[src/rtl/mem_arb_pkg.sv]
// Purpose: shared types and helpers for the memory request arbiter.
// Latency: n/a (types and functions only).
// Backpressure: n/a.
//
// Contents:
//   port_idx_width(n) - bits needed to hold a port index (minimum 1)
//   mem_req_t         - downstream request payload {addr, we, be, wdata}
package mem_arb_pkg;

  localparam int MEM_ADDR_W = 64;
  localparam int MEM_DATA_W = 64;
  localparam int MEM_BE_W   = MEM_DATA_W / 8;

  function automatic int port_idx_width(input int n);
    return (n > 1) ? $clog2(n) : 1;
  endfunction

  typedef struct packed {
    logic [MEM_ADDR_W-1:0] addr;
    logic                  we;
    logic [MEM_BE_W-1:0]   be;
    logic [MEM_DATA_W-1:0] wdata;
  } mem_req_t;

endpackage

[src/rtl/mem_arb_id_fifo.sv]
// Purpose: in-order queue of granted port indices awaiting their response.
// Latency: pushed entry visible at data_o one cycle later (when it is the head).
// Backpressure: push ignored while full_o, pop ignored while empty_o.
//
// Ports:
//   clk_i, rst_i     clock, synchronous active-high reset
//   push_i, data_i   enqueue a port index
//   pop_i            dequeue the head entry
//   data_o           head entry (valid when !empty_o)
//   full_o, empty_o  registered occupancy flags
module mem_arb_id_fifo #(
  parameter int DEPTH = 4,
  parameter int WIDTH = 2
) (
  input  logic             clk_i,
  input  logic             rst_i,
  input  logic             push_i,
  input  logic [WIDTH-1:0] data_i,
  input  logic             pop_i,
  output logic [WIDTH-1:0] data_o,
  output logic             full_o,
  output logic             empty_o
);

  localparam int PTR_W = (DEPTH > 1) ? $clog2(DEPTH) : 1;

  logic [WIDTH-1:0] mem_q [DEPTH];
  logic [PTR_W-1:0] wr_ptr_q;
  logic [PTR_W-1:0] rd_ptr_q;
  logic [PTR_W:0]   count_q;
  logic             push_en;
  logic             pop_en;

  // Full is taken from the registered count, so a pop in the full cycle
  // only makes room for a push on the following cycle.
  assign full_o  = (count_q == (PTR_W+1)'(DEPTH));
  assign empty_o = (count_q == '0);
  assign push_en = push_i && !full_o;
  assign pop_en  = pop_i && !empty_o;
  assign data_o  = mem_q[rd_ptr_q];

  always_ff @(posedge clk_i) begin
    if (push_en) begin
      mem_q[wr_ptr_q] <= data_i;
    end
  end

  // DEPTH is a power of two, so the pointers wrap naturally.
  always_ff @(posedge clk_i) begin
    if (rst_i) begin
      wr_ptr_q <= '0;
      rd_ptr_q <= '0;
      count_q  <= '0;
    end else begin
      if (push_en) wr_ptr_q <= wr_ptr_q + PTR_W'(1);
      if (pop_en)  rd_ptr_q <= rd_ptr_q + PTR_W'(1);
      case ({push_en, pop_en})
        2'b10:   count_q <= count_q + (PTR_W+1)'(1);
        2'b01:   count_q <= count_q - (PTR_W+1)'(1);
        default: count_q <= count_q;
      endcase
    end
  end

endmodule

[src/rtl/mem_req_arbiter.sv]
// Purpose: round-robin merge of NR_PORTS req/gnt/rvalid requesters onto one memory port.
// Latency: combinational request/grant path; responses routed back in the same cycle.
// Backpressure: stalled winner is locked until mem_gnt_i; no request while MAX_OUTSTANDING in flight.
//
// Ports:
//   clk_i, rst_i                 clock, synchronous active-high reset
//   port_req_i/addr/we/be/wdata  per-port requests, held until port_gnt_o
//   port_gnt_o, port_rvalid_o    per-port grant / response valid (one-hot or zero)
//   port_rdata_o                 response data shared by all ports
//   mem_req_o ... mem_wdata_o    downstream request and payload
//   mem_gnt_i, mem_rvalid_i, mem_rdata_i  downstream handshake and response
//   err_o                        sticky protocol error (only with MEM_ARB_ERR_CHECK_EN)
// Build option: define MEM_ARB_ERR_CHECK_EN to add err_o and protocol checking.
// Payload widths follow mem_arb_pkg::mem_req_t; ADDR_WIDTH/DATA_WIDTH default to match it.
module mem_req_arbiter
  import mem_arb_pkg::*;
#(
  parameter int NR_PORTS        = 3,
  parameter int ADDR_WIDTH      = MEM_ADDR_W,
  parameter int DATA_WIDTH      = MEM_DATA_W,
  parameter int MAX_OUTSTANDING = 4
) (
  input  logic                             clk_i,
  input  logic                             rst_i,
  input  logic [NR_PORTS-1:0]              port_req_i,
  input  logic [NR_PORTS*ADDR_WIDTH-1:0]   port_addr_i,
  input  logic [NR_PORTS-1:0]              port_we_i,
  input  logic [NR_PORTS*DATA_WIDTH/8-1:0] port_be_i,
  input  logic [NR_PORTS*DATA_WIDTH-1:0]   port_wdata_i,
  output logic [NR_PORTS-1:0]              port_gnt_o,
  output logic [NR_PORTS-1:0]              port_rvalid_o,
  output logic [DATA_WIDTH-1:0]            port_rdata_o,
  output logic                             mem_req_o,
  output logic [ADDR_WIDTH-1:0]            mem_addr_o,
  output logic                             mem_we_o,
  output logic [DATA_WIDTH/8-1:0]          mem_be_o,
  output logic [DATA_WIDTH-1:0]            mem_wdata_o,
  input  logic                             mem_gnt_i,
  input  logic                             mem_rvalid_i,
  input  logic [DATA_WIDTH-1:0]            mem_rdata_i
`ifdef MEM_ARB_ERR_CHECK_EN
  ,
  output logic                             err_o
`endif
);

  localparam int             IDX_W      = port_idx_width(NR_PORTS);
  localparam int             BE_W       = DATA_WIDTH / 8;
  localparam logic [IDX_W:0] NR_PORTS_W = (IDX_W+1)'(NR_PORTS);
  localparam logic [IDX_W-1:0] LAST_IDX = IDX_W'(NR_PORTS - 1);

  logic [IDX_W-1:0] rr_ptr_q;
  logic             lock_q;
  logic [IDX_W-1:0] lock_idx_q;

  logic [IDX_W:0]   cand;
  logic [IDX_W-1:0] arb_idx;
  logic             arb_vld;
  logic [IDX_W-1:0] winner;
  logic             winner_vld;
  mem_req_t         sel_req;

  logic             handshake;
  logic             pop;
  logic             fifo_full;
  logic             fifo_empty;
  logic [IDX_W-1:0] fifo_head;

  // Round-robin search starting at rr_ptr. cand is one bit wider than an
  // index so rr_ptr + i cannot overflow before the wrap subtraction.
  always_comb begin
    cand    = '0;
    arb_idx = '0;
    arb_vld = 1'b0;
    for (int i = 0; i < NR_PORTS; i++) begin
      cand = {1'b0, rr_ptr_q} + (IDX_W+1)'(i);
      if (cand >= NR_PORTS_W) cand = cand - NR_PORTS_W;
      if (!arb_vld && port_req_i[cand[IDX_W-1:0]]) begin
        arb_vld = 1'b1;
        arb_idx = cand[IDX_W-1:0];
      end
    end
  end

  // A stalled request keeps ownership of the downstream port so the payload
  // seen by memory cannot change between req and gnt.
  assign winner     = lock_q ? lock_idx_q : arb_idx;
  assign winner_vld = lock_q || arb_vld;

  always_comb begin
    sel_req = '0;
    for (int i = 0; i < NR_PORTS; i++) begin
      if (winner == IDX_W'(i)) begin
        sel_req.addr  = port_addr_i[i*ADDR_WIDTH +: ADDR_WIDTH];
        sel_req.we    = port_we_i[i];
        sel_req.be    = port_be_i[i*BE_W +: BE_W];
        sel_req.wdata = port_wdata_i[i*DATA_WIDTH +: DATA_WIDTH];
      end
    end
  end

  assign mem_req_o   = winner_vld && !fifo_full;
  assign mem_addr_o  = sel_req.addr;
  assign mem_we_o    = sel_req.we;
  assign mem_be_o    = sel_req.be;
  assign mem_wdata_o = sel_req.wdata;

  assign handshake = mem_req_o && mem_gnt_i;
  // An rvalid with nothing outstanding has no owner and is dropped.
  assign pop       = mem_rvalid_i && !fifo_empty;

  always_comb begin
    port_gnt_o    = '0;
    port_rvalid_o = '0;
    if (handshake) port_gnt_o[winner]       = 1'b1;
    if (pop)       port_rvalid_o[fifo_head] = 1'b1;
  end

  assign port_rdata_o = mem_rdata_i;

  always_ff @(posedge clk_i) begin
    if (rst_i) begin
      rr_ptr_q   <= '0;
      lock_q     <= 1'b0;
      lock_idx_q <= '0;
    end else if (handshake) begin
      rr_ptr_q <= (winner == LAST_IDX) ? '0 : winner + IDX_W'(1);
      lock_q   <= 1'b0;
    end else if (mem_req_o) begin
      lock_q     <= 1'b1;
      lock_idx_q <= winner;
    end
  end

  mem_arb_id_fifo #(
    .DEPTH (MAX_OUTSTANDING),
    .WIDTH (IDX_W)
  ) u_id_fifo (
    .clk_i   (clk_i),
    .rst_i   (rst_i),
    .push_i  (handshake),
    .data_i  (winner),
    .pop_i   (pop),
    .data_o  (fifo_head),
    .full_o  (fifo_full),
    .empty_o (fifo_empty)
  );

`ifdef MEM_ARB_ERR_CHECK_EN
  mem_req_t held_req_q;
  logic     err_q;

  // Snapshot the payload when the lock is first taken; any later difference
  // (or a dropped req) while locked is a requester protocol violation.
  always_ff @(posedge clk_i) begin
    if (rst_i) begin
      held_req_q <= '0;
      err_q      <= 1'b0;
    end else begin
      if (mem_req_o && !mem_gnt_i && !lock_q) held_req_q <= sel_req;
      if ((mem_rvalid_i && fifo_empty) ||
          (lock_q && (!port_req_i[lock_idx_q] || sel_req != held_req_q))) begin
        err_q <= 1'b1;
      end
    end
  end

  assign err_o = err_q;
`endif

endmodule
[config.mk]
export PLATFORM = sky130hd
export DESIGN_NAME = mem_req_arbiter
export DESIGN_NICKNAME = d
export VERILOG_FILES = /design/src/rtl/mem_arb_pkg.sv /design/src/rtl/mem_arb_id_fifo.sv /design/src/rtl/mem_req_arbiter.sv
export SDC_FILE = /design/constraint.sdc
export NUM_CORES = 1
export LEC_CHECK = 0
export BUFFER_PORTS_ARGS = -buffer_cell sky130_fd_sc_hd__clkbuf_2
export CAP_MARGIN = 25
export CORE_AREA = 3 3 264 266
export DETAILED_ROUTE_END_ITERATION = 7
export DIE_AREA = 0 0 267 269
export GPL_ROUTABILITY_DRIVEN = 0
export SETUP_SLACK_MARGIN = 0.1
export SLEW_MARGIN = 20
export SYNTH_ARGS = -nofsm -noshare
export SYNTH_HDL_FRONTEND = slang
export SYNTH_SLANG_ARGS = --single-unit
[constraint.sdc]
create_clock -name clk_i -period 6.13 [get_ports clk_i]
set_input_delay 0.9195 -clock clk_i [delete_from_list [all_inputs] [get_ports clk_i]]
set_output_delay 0.9195 -clock clk_i [all_outputs]
set_load 0.02 [all_outputs]
==> results of run 1 <==
[routing by layer]
layer	track usage (%)	vias to the layer above	wire length, um
met1	10.6	2664	14300
li1	-	2870	-
met5	0	-	73
met2	13.0	436	14000
met4	3.29	12	1410
met3	3.47	62	3520
[power by group through the flow]
stage / Clock (W) / Sequential, W / Combinational (W)
after floorplan: 0 / 0.000232 / 0.00279
after global placement: 0 / 0.000242 / 0.00433
after detailed placement: 0 / 0.000243 / 0.00434
after CTS: 0.000183 / 0.000240 / 0.00435
after global routing: 0.000192 / 0.000246 / 0.00459
final: 0.000180 / 0.000240 / 0.00424
[path summary, 6_finish.rpt]
kind / to / slack, ns / cells after the start / from
setup / recovery: mem_wdata_o[53] / 1.42 / 10 / port_req_i[2]
hold / removal: lock_idx_q[0]$_SDFFE_PP0P_ / 0.50 / 2 / lock_idx_q[0]$_SDFFE_PP0P_
setup reg to reg: u_id_fifo.count_q[2]$_SDFFE_PP0P_ / 2.59 / 13 / rr_ptr_q[0]$_SDFFE_PP0N_
hold reg to reg: lock_idx_q[0]$_SDFFE_PP0P_ / 0.50 / 2 / lock_idx_q[0]$_SDFFE_PP0P_
[worst max-delay path: stages]
cell and delay, ns:
clkbuf_2 0.14, mux2i_1 0.19, o21ai_1 0.17, or4_1 0.56
a32oi_4 0.38, buf_4 0.32, mux2i_1 0.11, buf_4 0.16
o2bb2ai_1 0.51, clkbuf_2 0.31
[cell usage after synthesis, types with 3 or more instances]
library cell  count
mux2i_1         141
xor2_1            3
inv_1            15
buf_1             3
and2_1            4
a21oi_1           6
nand2_1          10
nor2_1           14
buf_4            66
ha_1              9
buf_2            31
dfxtp_1          14
clkbuf_1         12
o2bb2ai_1       137
edfxtp_1          8
[per-stage QoR]
stage | util (%) | cells | setup WS [ns] | total power [W]
finish | 12.0 | 1864 | 1.42 | 0.00466
detailed placement | 11.8 | 1853 | 1.35 | 0.00458
global route | 12.0 | 1863 | 1.20 | 0.00502
CTS | 12.0 | 1857 | 1.33 | 0.00478
floorplan | - | 510 | 2.27 | 0.00302
global placement | 11.8 | 1853 | 1.41 | 0.00458
[state kept, by name, indices dropped and copies added (netlist names), named ones only]
name,flops
u_id_fifo.mem_q,8
u_id_fifo.count_q,3
lock_idx_q,2
rr_ptr_q,2
u_id_fifo.rd_ptr_q,2
u_id_fifo.wr_ptr_q,2
lock_q,1
[cell families after synthesis]
group                      Yosys count  share of synthesized area [%]
muxes                              144                           32.6
DFF                                 22                           11.6
and+or+nand+nor                     45                           5.09
xor gates and xnor gates             5                          0.973
buffers and inverters              127                           17.0
adders and majority gates           10                           2.95
AOI/OAI and AO/OA                  157                           29.8
[cell type report]
class / count / area, um^2 / area share [%]
multi-input combinational: 361 / 3250 / 40.3
timing repair buffer: 582 / 3020 / 37.4
tap: 873 / 1090 / 13.5
sequential: 22 / 520 / 6.46
clock buffer: 3 / 75.1 / 0.931
inverter: 15 / 56.3 / 0.698
clock inverter: 1 / 30.0 / 0.372
antenna: 7 / 17.5 / 0.217
==> impl_metrics.yaml, run 1 <==
logic_synthesis:
  synthFlopType: "dfxtp_1"
  synth_top_area_cell: "mux2i_1"
  synth.cell_area_mm2: 0.00450
  async_reset_ff_share_pct: 0
  synth_seq_cells: 22
  yosysSeqAreaShare_pct: 11.6
  synth_edf_count: 8
  synth_fp_nets: 1002
  synth.avg_cell_area_um2: 8.82
  yosys_warnings: 0
  synth_top_area_share_pct: 31.4
  synthCells: 510
  synth_cell_type_count: 40
  ys_top_cells_by_area: "mux2i_1 31%, o2bb2ai_1 27%, buf_4 11%"
routing:
  drt-vias-per-instance: 3.24
  post_drt_wl_per_cell_um: 17.9
  drt_iter0_markers: 224
  drcViolationCount: 0
  dr_total_vias: 6044
  wirelength_um: 33300
  first_pass_iters: 4
  ant_nets: 0
power_and_ir_drop:
  ir_drop_uv: 365
  internal-power_w: 0.00183
  p_leak_nw: 3.86
  p_seq_share_pct: 5.2
  switching_share_pct: 60.8
  switchingPower_w: 0.00283
  combPwrFrac_pct: 91.0
  power_density_mw_per_mm2: 578
  p_clk_share_pct: 3.9
cells_and_area:
  final_cell_mix: "560 x clkbuf_2, 141 x mux2i_1, 137 x o2bb2ai_1, 18 x buf_4, 15 x inv_1"
  num-fill-cells: 7794
  nNetsFinal: 1477
  drive_gt1_share_pct: 60.2
  layout_commonest_cell: "clkbuf_2"
  finalInstanceArea_mm2: 0.00806
  syn2layout_area_growth_pct: 79.2
sta:
  maxSlewViolCount: 0
  fin_crit_sh_pct: 76.9
  rsz0062_at_grt: "no"
  hold_viol: 0
  max_freq_mhz: 212
  setup_viol: 0
  final.min_clock_period_ns: 4.71
  relSlewSlack_pct: 40.0
  whs_ns: 0.497
  tns_ns: 0
  worst_pin_slew_ns: 0.899
  clock-skew-final_ns: 0.00282
cts:
  ctsResizeCount: 0
  cts_buffers: 3
  clk_path_buf_depth: 2
  cts_sinks: 22
  htreeDepth: 1
  root_buffer: "clkbuf_16"
  cts_tree: "built"
  cts_hold_buffers: 0
  clk_pin_slew_ns: 0.06
  cts_setup_buffers: 0
  clkLatencyLatePin_ns: 0.25
setup_path:
  critPathCaptureType: "output port"
  critPathLaunchType: "input port"
  crit_fanout: 14
  cp.arrival_ns: 3.79
  critPathKind: "input port to output port"
  required_ns: 5.21
run_status:
  outcome: "finished clean"
floorplanning:
  rows: 95
  fp.dieH_um: 269
  ios: 690
  core_area_mm2: 0.0673
  die-area_mm2: 0.0718
  start_util_pct: 6.69
  die_w_um: 267
placed_design:
  io_buffers: 561
  hpwl_um: 29900
  placed_area_mm2: 0.00794
min_path:
  min_path_type: "register to register"
global_routing:
  antenna_found_initial: 16
  grt_pass1_vias: 5916
  grt_max_degree: 146
  overflow: 0
  track_usage_pct: 8.49
  grt_pass1_wl_um: 43100
job:
  max-cap-violations: 0
Note: power is estimated with default switching activity, not from simulation.
==> run 2, diff against run 1 <==
ABC_AREA = 1   (was unset)
CORE_AREA = 3 3 269 271   (was 3 3 264 266)
DIE_AREA = 0 0 272 274   (was 0 0 267 269)
clock period = 4.9 ns   (was 6.13 ns; I/O delays follow)
==> run 2 against run 1 <==
Critical path depth grew 1. Die area grew 3.8%. Register-to-register slack worse by 0.84 ns. Clock skew is 0.0021 ns lower. Synthesized cell count is 66% higher. Worst setup slack got worse by 0.54 ns. Global-route usage is 0.55 points lower. Design area decreased by 1.3%. Wire length is 1.8% lower. Core utilization shrank 0.62 points. Hold slack better by 0.0034 ns. Via count rose by 25%.
==> impl_metrics.yaml, run 2 <==
run_status:
  outcome: "finished clean"
power_and_ir_drop:
  p_clk_share_pct: 3.5
  p_seq_share_pct: 4.6
  ir_drop_uv: 671
  power_density_mw_per_mm2: 802
  combPwrFrac_pct: 91.9
  switchingPower_w: 0.00424
  p_leak_nw: 4.26
  internal-power_w: 0.00214
  switching_share_pct: 66.5
floorplanning:
  die-area_mm2: 0.0745
  start_util_pct: 6.42
  fp.dieH_um: 274
  die_w_um: 272
  core_area_mm2: 0.0700
  rows: 97
  ios: 690
logic_synthesis:
  synth.avg_cell_area_um2: 5.31
  yosys_warnings: 0
  synth.cell_area_mm2: 0.00450
  synth_cell_type_count: 28
  synth_edf_count: 8
  synth_seq_cells: 22
  synthFlopType: "dfxtp_1"
  synth_top_area_share_pct: 31.8
  synth_commonest_cells: "313 x nand2_1, 286 x nand3_1, 72 x buf_4, 47 x buf_2, 36 x inv_1"
  yosysSeqAreaShare_pct: 11.6
  synth_top_area_cell: "nand3_1"
  async_reset_ff_share_pct: 0
  synthCells: 847
  synth_fp_nets: 1339
  ys_top_cells_by_area: "nand3_1 32%, nand2_1 26%, buf_4 12%"
  yosys.cell_count.top_type: "nand2_1"
placed_design:
  dp.cells: 2234
  hpwl_um: 28400
  post-place-ws_ns: 1.13
  io_buffers: 561
cells_and_area:
  layout_commonest_cell: "clkbuf_2"
  nNetsFinal: 1791
  syn2layout_area_growth_pct: 77.0
  reg_top3: "u_id_fifo.mem_q x8, u_id_fifo.count_q x3"
  final_cell_mix: "561 x clkbuf_2, 313 x nand2_1, 286 x nand3_1, 36 x inv_1"
  instances_no_fill: 2242
  largest_register: "u_id_fifo.mem_q"
  drive_gt1_share_pct: 44.9
  largest_reg_flops: 8
  fin_util_pct: 11.4
setup_path:
  crit_chain: "inv_1 -> ha_1 -> o21ai_1 -> nand2_1 -> nand4_1 -> nand2_1 -> a21boi_4 -> buf_4 -> nand3_1 -> nand3_1 -> clkbuf_2"
  critPathMaxStageDelay_ns: 0.53
  critPathCaptureType: "output port"
  critPathLaunchType: "register"
  critPathKind: "register to output port"
  required_ns: 4.16
  crit_fanout: 38
  cp.arrival_ns: 3.29
  cp_slowest_cell: "a21boi_4"
cts:
  clk_pin_slew_ns: 0.06
  root_buffer: "clkbuf_16"
  ctsResizeCount: 0
  clkLatencyLatePin_ns: 0.25
  cts_sinks: 22
  clk_path_buf_depth: 2
  cts_buffers: 3
  htreeDepth: 1
  cts_setup_buffers: 0
  cts_hold_buffers: 0
  cts_tree: "built"
sta:
  maxSlewViolCount: 0
  relSlewSlack_pct: 53.9
  tns_ns: 0
  worst_pin_slew_ns: 0.692
  final.min_clock_period_ns: 4.03
  setup_viol: 0
  hold_viol: 0
  clock-skew-final_ns: 0.000738
  max_freq_mhz: 248
  fin_ws_ns: 0.874
  rsz0062_at_grt: "no"
  fin_crit_sh_pct: 82.2
global_routing:
  antenna_found_initial: 6
  track_usage_pct: 7.95
  grt_pass1_vias: 7165
  overflow: 0
  grt_pass1_wl_um: 44400
  grt_max_degree: 138
routing:
  post_drt_wl_per_cell_um: 14.6
  ant_nets: 0
  first_pass_iters: 7
  drt-vias-per-instance: 3.37
  drcViolationCount: 0
  wirelength_um: 32700
  drt_iter0_markers: 326
  dr_total_vias: 7562
job:
  max-cap-violations: 0
min_path:
  min_path_type: "register to register"
[run 2: power groups by stage]
stage	registers [W]	logic, W	clock network [W]
4_1_cts	0.000294	0.00591	0.000226
5_1_grt	0.000301	0.00639	0.000237
3_5_place_dp	0.000298	0.00590	0
2_1_floorplan	0.000288	0.00394	0
6_report	0.000294	0.00586	0.000223
3_3_place_gp	0.000297	0.00591	0
[run 2: metrics by stage]
| step | total power (W) | hold WS (ns) | area, um^2 |
|---|---|---|---|
| after floorplan | 0.00423 | 0.463 | 4500 |
| after global placement | 0.00620 | 0.491 | 7850 |
| after detailed placement | 0.00619 | 0.490 | 7850 |
| after CTS | 0.00644 | 0.503 | 7950 |
| after global routing | 0.00693 | 0.525 | 7960 |
| final | 0.00638 | 0.501 | 7960 |
[run 2: worst paths after layout]
| kind | from | end | slack [ns] | cells after the start |
|---|---|---|---|---|
| worst max-delay path | rr_ptr_q[0]$_SDFFE_PP0N_ | mem_addr_o[15] | 0.87 | 11 |
| worst min-delay path | u_id_fifo.count_q[0]$_SDFFE_PP0P_ | u_id_fifo.count_q[0]$_SDFFE_PP0P_ | 0.50 | 2 |
| worst max register to register | rr_ptr_q[0]$_SDFFE_PP0N_ | u_id_fifo.count_q[2]$_SDFFE_PP0P_ | 1.75 | 17 |
| worst min register to register | u_id_fifo.count_q[0]$_SDFFE_PP0P_ | u_id_fifo.count_q[0]$_SDFFE_PP0P_ | 0.50 | 2 |
[run 2: logic make-up (layout without fill, tap and decap cells)]
| logic type | count (synthesis) | in the layout | synth area share [%] |
|---|---|---|---|
| and+or+nand+nor | 625 | 625 | 60.8 |
| buffers and inverters | 163 | 614 | 20.9 |
| other | 0 | 4 | 0 |
| adders and majority gates | 10 | 10 | 2.95 |
| DFF | 22 | 22 | 11.6 |
| AOI/OAI and AO/OA | 27 | 27 | 3.73 |
[run 2: final cells by class]
cell class              instances  area [um^2]
fillers                      8210        62100
multi-input cells             662         3060
repair buffers                573         2950
well taps                     940         1180
flip-flops and latches         22          520
inverters                      37          139
clock buffers                   3         75.1
clock inverters                 1         30.0
diodes                          4         10.0
[run 2: critical path: cells and delay by family (launching register included)]
kind / cells / cell delay, ns
AOI/OAI and AO/OA: 2 / 0.74
adders and majority gates: 1 / 0.39
buffers and inverters: 3 / 0.75
DFF: 1 / 0.38
and+or+nand+nor: 5 / 0.71
[run 2: metal layers]
layer / GRT usage [%] / vias to the layer above / routed length [um]
met5: 0 / - / 0
met4: 3.93 / 0 / 1700
met3: 2.28 / 67 / 3390
met2: 14.1 / 515 / 15500
met1: 8.68 / 3344 / 12100
li1: - / 3636 / -
